## src/rtl/serial_adder_pkg.sv

```systemverilog
// Shared types for the bit-serial adder: FSM state encoding.
// Latency: n/a (types only).
// Backpressure: n/a (types only).
package serial_adder_pkg;

  typedef enum logic [1:0] {
    IDLE  = 2'd0,
    SHIFT = 2'd1,
    DONE  = 2'd2
  } state_e;

endpackage

```

## src/rtl/full_adder.sv

```systemverilog
// Full adder built from two half adders plus an OR of their carries.
// Latency: combinational.
// Backpressure: none.
module full_adder (
  input  logic A,
  input  logic B,
  input  logic Cin,
  output logic Sum,
  output logic Cout
);

  logic s0;
  logic c0;
  logic c1;

  half u_h0 (
    .A    (A),
    .B    (B),
    .Sum  (s0),
    .Cout (c0)
  );

  half u_h1 (
    .A    (s0),
    .B    (Cin),
    .Sum  (Sum),
    .Cout (c1)
  );

  // At most one of the two half-adder carries can be set, so OR is the majority.
  assign Cout = c0 | c1;

endmodule

```

## src/rtl/half.sv

```systemverilog
// Half adder cell: single-bit sum and carry of two inputs.
// Latency: combinational.
// Backpressure: none.
module half (
  input  logic A,
  input  logic B,
  output logic Sum,
  output logic Cout
);

  assign Sum  = A ^ B;
  assign Cout = A & B;

endmodule

```

## src/rtl/serial_adder.sv

```systemverilog
// Bit-serial adder: one full-adder cell adds A+B LSB-first, one bit per clock.
// Latency: done/Sum/Carry registered WIDTH+1 cycles after the accepting start edge.
// Backpressure: start is only sampled in IDLE; requests in SHIFT/DONE are dropped.
module serial_adder
  import serial_adder_pkg::*;
#(
  parameter int WIDTH = 8
) (
  input  logic             clk,
  input  logic             rst,
  input  logic             start,
  input  logic [WIDTH-1:0] A,
  input  logic [WIDTH-1:0] B,
  output logic             busy,
  output logic             done,
  output logic [WIDTH-1:0] Sum,
  output logic             Carry
);

  localparam int CNT_W = $clog2(WIDTH + 1);

  state_e             state_q, state_d;
  logic [WIDTH-1:0]   a_sr_q, a_sr_d;
  logic [WIDTH-1:0]   b_sr_q, b_sr_d;
  logic [WIDTH-1:0]   sum_sr_q, sum_sr_d;
  logic               c_q, c_d;
  logic [CNT_W-1:0]   cnt_q, cnt_d;
  logic               busy_q, busy_d;
  logic               done_q, done_d;
  logic [WIDTH-1:0]   sum_q, sum_d;
  logic               carry_q, carry_d;

  logic               fa_s;
  logic               fa_c;

  full_adder u_fa (
    .A    (a_sr_q[0]),
    .B    (b_sr_q[0]),
    .Cin  (c_q),
    .Sum  (fa_s),
    .Cout (fa_c)
  );

  // Next-state, datapath and output-register logic; everything holds by default.
  always_comb begin
    state_d  = state_q;
    a_sr_d   = a_sr_q;
    b_sr_d   = b_sr_q;
    sum_sr_d = sum_sr_q;
    c_d      = c_q;
    cnt_d    = cnt_q;
    done_d   = 1'b0;
    sum_d    = sum_q;
    carry_d  = carry_q;

    case (state_q)
      IDLE: begin
        if (start) begin
          a_sr_d  = A;
          b_sr_d  = B;
          c_d     = 1'b0;
          cnt_d   = '0;
          state_d = SHIFT;
        end
      end
      SHIFT: begin
        a_sr_d   = a_sr_q >> 1;
        b_sr_d   = b_sr_q >> 1;
        // Sum bits enter at the MSB so bit 0 lands at index 0 after WIDTH shifts.
        sum_sr_d = sum_sr_q >> 1;
        sum_sr_d[WIDTH-1] = fa_s;
        c_d      = fa_c;
        cnt_d    = cnt_q + CNT_W'(1);
        if (cnt_q == CNT_W'(WIDTH - 1)) begin
          state_d = DONE;
        end
      end
      DONE: begin
        // Results are published only here, so partial sums never reach Sum.
        sum_d   = sum_sr_q;
        carry_d = c_q;
        done_d  = 1'b1;
        state_d = IDLE;
      end
      default: begin
        state_d = IDLE;
      end
    endcase

    busy_d = (state_d == SHIFT);
  end

  // State and datapath registers with synchronous reset.
  always_ff @(posedge clk) begin
    if (rst) begin
      state_q  <= IDLE;
      a_sr_q   <= '0;
      b_sr_q   <= '0;
      sum_sr_q <= '0;
      c_q      <= 1'b0;
      cnt_q    <= '0;
      busy_q   <= 1'b0;
      done_q   <= 1'b0;
      sum_q    <= '0;
      carry_q  <= 1'b0;
    end else begin
      state_q  <= state_d;
      a_sr_q   <= a_sr_d;
      b_sr_q   <= b_sr_d;
      sum_sr_q <= sum_sr_d;
      c_q      <= c_d;
      cnt_q    <= cnt_d;
      busy_q   <= busy_d;
      done_q   <= done_d;
      sum_q    <= sum_d;
      carry_q  <= carry_d;
    end
  end

  assign busy  = busy_q;
  assign done  = done_q;
  assign Sum   = sum_q;
  assign Carry = carry_q;

endmodule
```

## config.mk

```make
export PLATFORM = sky130hd
export DESIGN_NAME = serial_adder
export DESIGN_NICKNAME = d
export VERILOG_FILES = /design/src/rtl/serial_adder_pkg.sv /design/src/rtl/full_adder.sv /design/src/rtl/half.sv /design/src/rtl/serial_adder.sv
export SDC_FILE = /design/constraint.sdc
export NUM_CORES = 1
export LEC_CHECK = 0
export ABC_CLOCK_PERIOD_IN_PS = 2900
export BUFFER_PORTS_ARGS = -buffer_cell sky130_fd_sc_hd__buf_2
export CORE_MARGIN = 3
export CORE_UTILIZATION = 56
export DETAILED_ROUTE_END_ITERATION = 10
export GPL_ROUTABILITY_DRIVEN = 0
export GPL_TIMING_DRIVEN = 0
export PLACE_DENSITY = 0.79
export SETUP_SLACK_MARGIN = 0.2
export SYNTH_ARGS = -nofsm -noshare
export SYNTH_HDL_FRONTEND = slang
export SYNTH_SLANG_ARGS = --single-unit
```

## constraint.sdc

```tcl
create_clock -name clk -period 2.9 [get_ports clk]
set_input_delay 0.58 -clock clk [delete_from_list [all_inputs] [get_ports clk]]
set_output_delay 0.58 -clock clk [all_outputs]
set_load 0.005 [all_outputs]
```

# After elaboration in Yosys (flattened, before gate mapping)

Index checks and enable logic that the tools add are counted.

Bits in registers: 42
Latch bits: 0
Memory bits (writable): 0
Bits in read-only memories: 0
Bits of input ports: 19
Output and inout bits: 11
Word-level logic and storage cells: 36
Memories: 0

Add/sub/neg operators: 1
Multiply operators: 0
Divide/modulo/power cells: 0
Magnitude comparators: 0
Equal/unequal tests: 5
Shifts and indexed selects: 0
Mux-type cells: 12
Bitwise logic cells: 5
Reductions and logical operators: 3

Operators with widths:

| kind                                                | number |
|---|---|
| one-hot mux 8 bit (2 select lines)                  | 2 |
| two-way mux 8 bit                                   | 2 |
| one-hot mux 4 bit (2 select lines)                  | 1 |
| adder 4 x 1 -> 4 bit, second input constant         | 1 |
| equality test 2 x 1 -> 1 bit, second input constant | 2 |
| equality test 4 x 3 -> 1 bit, second input constant | 1 |
| two-way mux 2 bit                                   | 2 |
| two-way mux 4 bit                                   | 1 |
| one-hot mux 2 bit (2 select lines)                  | 1 |
| bitwise AND 1 bit                                   | 2 |
| equality test 2 bit, second input constant          | 1 |
| zero test 2 bit                                     | 1 |
| two-way mux 1 bit                                   | 2 |
| inequality test 2 bit, second input constant        | 1 |
| one-hot mux 1 bit (2 select lines)                  | 1 |
| AND reduction 2 bit                                 | 1 |
| nonzero test 2 bit                                  | 1 |
| XOR 1 bit                                           | 2 |
| OR 1 bit                                            | 1 |

# Longest topological paths before layout

Depth in word-level cells: 4
Depth in mapped cells: 5
Mapped depth without buffers: 4

# By module

A second synthesis with hierarchy kept.

Cell total of the unflattened synthesis: 191
Area, all modules: 1706.6 sq um

By module, submodules not included:

| module       | times used | cells each | area each (sq um) | sequential area each (sq um) |
|---|---|---|---|---|
| serial_adder | 1          | 188        | 1675.4            | 840.8 |
| half         | 2          | 1          | 12.5              | 0.0 |
| full_adder   | 1          | 1          | 6.3               | 0.0 |

# Worst setup path after synthesis

Ideal clock, no wire load.

Path type: input to register
Start point: input port rst
End point: register state_q[1]
Library setup time: 0.132 ns
Data arrival time: 1.087 ns
Required time: 2.768 ns
Slack: 1.681 ns
Stages on the path: 3
Path buffers: 2
Cells stage by stage: buf_1 > clkbuf_1 > nor3_1

RTL lines:

| item                 | RTL line            | RTL |
|---|---|---|
| from (decl)          | serial_adder.sv:10  | `input logic rst,` |
| to (signal assigned) | serial_adder.sv:107 | `state_q <= state_d;` |
| to (decl)            | serial_adder.sv:22  | `state_e state_q, state_d;` |

No word-level cell between the ends.

# Final worst setup path

Start point: register sum_q[2] (netlist: Sum[2])
End point: output port Sum[2]

RTL lines:

| item                   | RTL line            | RTL |
|---|---|---|
| from (decl)            | serial_adder.sv:30  | `logic [WIDTH-1:0] sum_q, sum_d;` |
| from (signal assigned) | serial_adder.sv:115 | `sum_q <= sum_d;` |
| to (decl)              | serial_adder.sv:16  | `output logic [WIDTH-1:0] Sum,` |

No word-level cell between the ends.

==> metrics.csv <==
metric;value;unit
outcome;completed;
syn avg cell area;8.90;um^2
hold_sp;Sum[7];
final worst slack;1.52;ns
Reg2Reg Setup Slack;1.60;ns
starting density of the core;0.595;
share of cells above drive strength 1;0.207;
initial drt markers;54;
Lkg Pwr;0.749;nW
critical path's largest stage delay;0.35;ns
row cnt;19;
final hold vios;0;
largest family of logic cells by synthesized area;compound AO/OA/AOI/OAI gates;
Compound-Gate Fraction of Synth Area;0.221;
Cell Area, Synth;1660;um^2
CTS H-tree depth;2;
drt first pass iters;4;
Slew Limit Fails;0;
Setup Skew;0.00728;ns
largest net degree at the start of global routing;13;
Buf+Inv Stages, Crit Path;1;
IO buf count;28;
clk slew on worst S/H paths;0.12;ns
CP startpoint kind;register;
placed cells;245;
pwr dens;569;nW/um^2
EDFF count, synth;0;
Setup Fix Bufs, Post-CTS;0;
Top FF cell, synth;dfxtp_1;
Place WS;1.45;ns
Layout area overhead;15.3;%
Slew headroom;0.671;
Antenna Cells;0;
Synth cell types;34;
Syn Inst Count;186;
#FFs+latches synth;42;
top-count cell post-synth;dfxtp_1;
via count;1433;
ys async rst share;0;
Die Y-Extent;60.4;um
Synth area leader;dfxtp_1;
clock share of power;0.332;
hpwl dp;2470;um
die area;3640;um^2
CP max-delay cell;dfxtp_1;
Min-Delay Endpoint;Sum[7];
Root Driver;clkbuf_4;
Critical Path RT;2.32;ns
Max Clock Freq;0.724;GHz
IO Pins;30;
RSZ-0062 raised after global routing;no;
switching share of power;0.231;
Final Hold Slack;0.459;ns
top cells by count, synth;dfxtp_1, nand2_1, nor2_1;
All-Layer GR Usage;0.201;
simple-gate share of the synthesized area;0.181;
Avg Vias per Cell;5.66;
cell family with most CP delay;flip-flops;
CTS tree;built;
CTS Sinks;42;
P_sw;251;uW
Worst EP arrival;0.80;ns
CTS resizes;0;
total core area;2780;um^2
Tcrit/Tclk final;0.476;
share of power burned in registers;0.566;
CTS max path bufs;2;
placed cell areas;1830;um^2
initial antenna violation count;0;
Crit Path Max Fanout;2;
CTS Hold Bufs;0;
first-pass GRT wire length;5510;um
final setup TNS;0;ns
reg-to-reg startpoint;state_q[0];
final setup violation count;0;
design area;1910;um^2
Routed WL;3320;um
number of global-route vias before repair;1289;
maximum vdd drop;0.554;mV
crit-path cells;buf_2;
Post-Layout Cell Count;253;
overall power;1.09;mW
Synth Area in Adders;0.0197;
WHS Path Cells;2;
max_cap viols;0;
number of fill cells;251;
CP endpoint kind;output pin;
Hold Crit Class;reg -> reg;
CP Class;reg -> out;
r2r endpoint;cnt_q[2];
post-layout util;0.686;
mux cell area share after synthesis;0.00605;
Die X-Extent;60.4;um
synthesized net count;207;
WL per Instance;13.1;um
DRC;0;
grt ovf;0;
internal power;835;uW
Gate power share;0.102;
fin crit period;1.38;ns
top post-synthesis cells by area;dfxtp_1, nand2_1, a211oi_1;
Routed Antenna Nets;0;
xor and xnor area share after synthesis;0;
Seq/Total Area, Yosys;0.508;
Synth top area share;0.508;
measured slew at the worst slew-check pin;0.493;ns
worst-case reg-to-reg path depth;4;
clk_lat worst skew;0.34;ns
CTS Buf Count;5;
Yosys warning total;0;
Final nets;242;
-- metal layers --
layer  routed length (um)  GRT usage
met5                    0          0
met4                   51     0.0886
met3                  157     0.0383
met2                 1710      0.341
met1                 1400      0.248
-- worst max-delay path by stage --
stage	start	to	slack [ns]	cells after the start
after floorplan	rst	state_q[1]	1.68	3
after global routing	state_q[1]	Sum[6]	1.46	4
after global placement	start	cnt_q[2]	1.45	4
after detailed placement	start	cnt_q[2]	1.45	4
final	Sum[2]	Sum[2]	1.52	1
after CTS	Carry	Carry	1.51	1
-- flip-flops by register name, indices dropped and copies added (netlist names) --
signal    flops
Sum           8
a_sr_q        8
b_sr_q        8
sum_sr_q      8
cnt_q         4
state_q       2
Carry         1
busy          1
c_q           1
done          1
-- placed cells by master (no fill, tap or decap), drive strengths merged, types with 2 or more instances in the layout --
master	count
nand2b	2
a221oi	2
o22ai	14
clkbuf	13
nand3	2
nor2	21
a211oi	13
o21a	2
a21oi	16
dfxtp	42
nand2	33
inv	5
nor2b	3
a22oi	3
buf	36
-- area by class of cell --
cell class	count	area, um^2	area share
flip-flops and latches	42	841	0.440
multi-input cells	125	709	0.372
repair buffers	28	140	0.0734
plain buffers	14	86.3	0.0452
clock buffers	7	45.0	0.0236
well taps	31	38.8	0.0203
clock inverters	1	30.0	0.0157
inverters	5	18.8	0.00983
-- cell families (layout without fill, tap and decap cells) --
kind of cell,after synthesis,after routing
DFF,42,42
adders and majority gates,2,2
buffers and inverters,19,55
muxes,1,1
and+or+nand+nor,67,67
AOI/OAI and AO/OA,55,55
-- power groups by stage --
stage	logic, mW	clock network, mW	registers (mW)
finish	0.111	0.360	0.615
global route	0.125	0.387	0.618
CTS	0.111	0.365	0.615
detailed placement	0.111	0	0.628
global placement	0.107	0	0.627
floorplan	0.0796	0	0.625
Note: power is estimated with default switching activity, not from simulation.
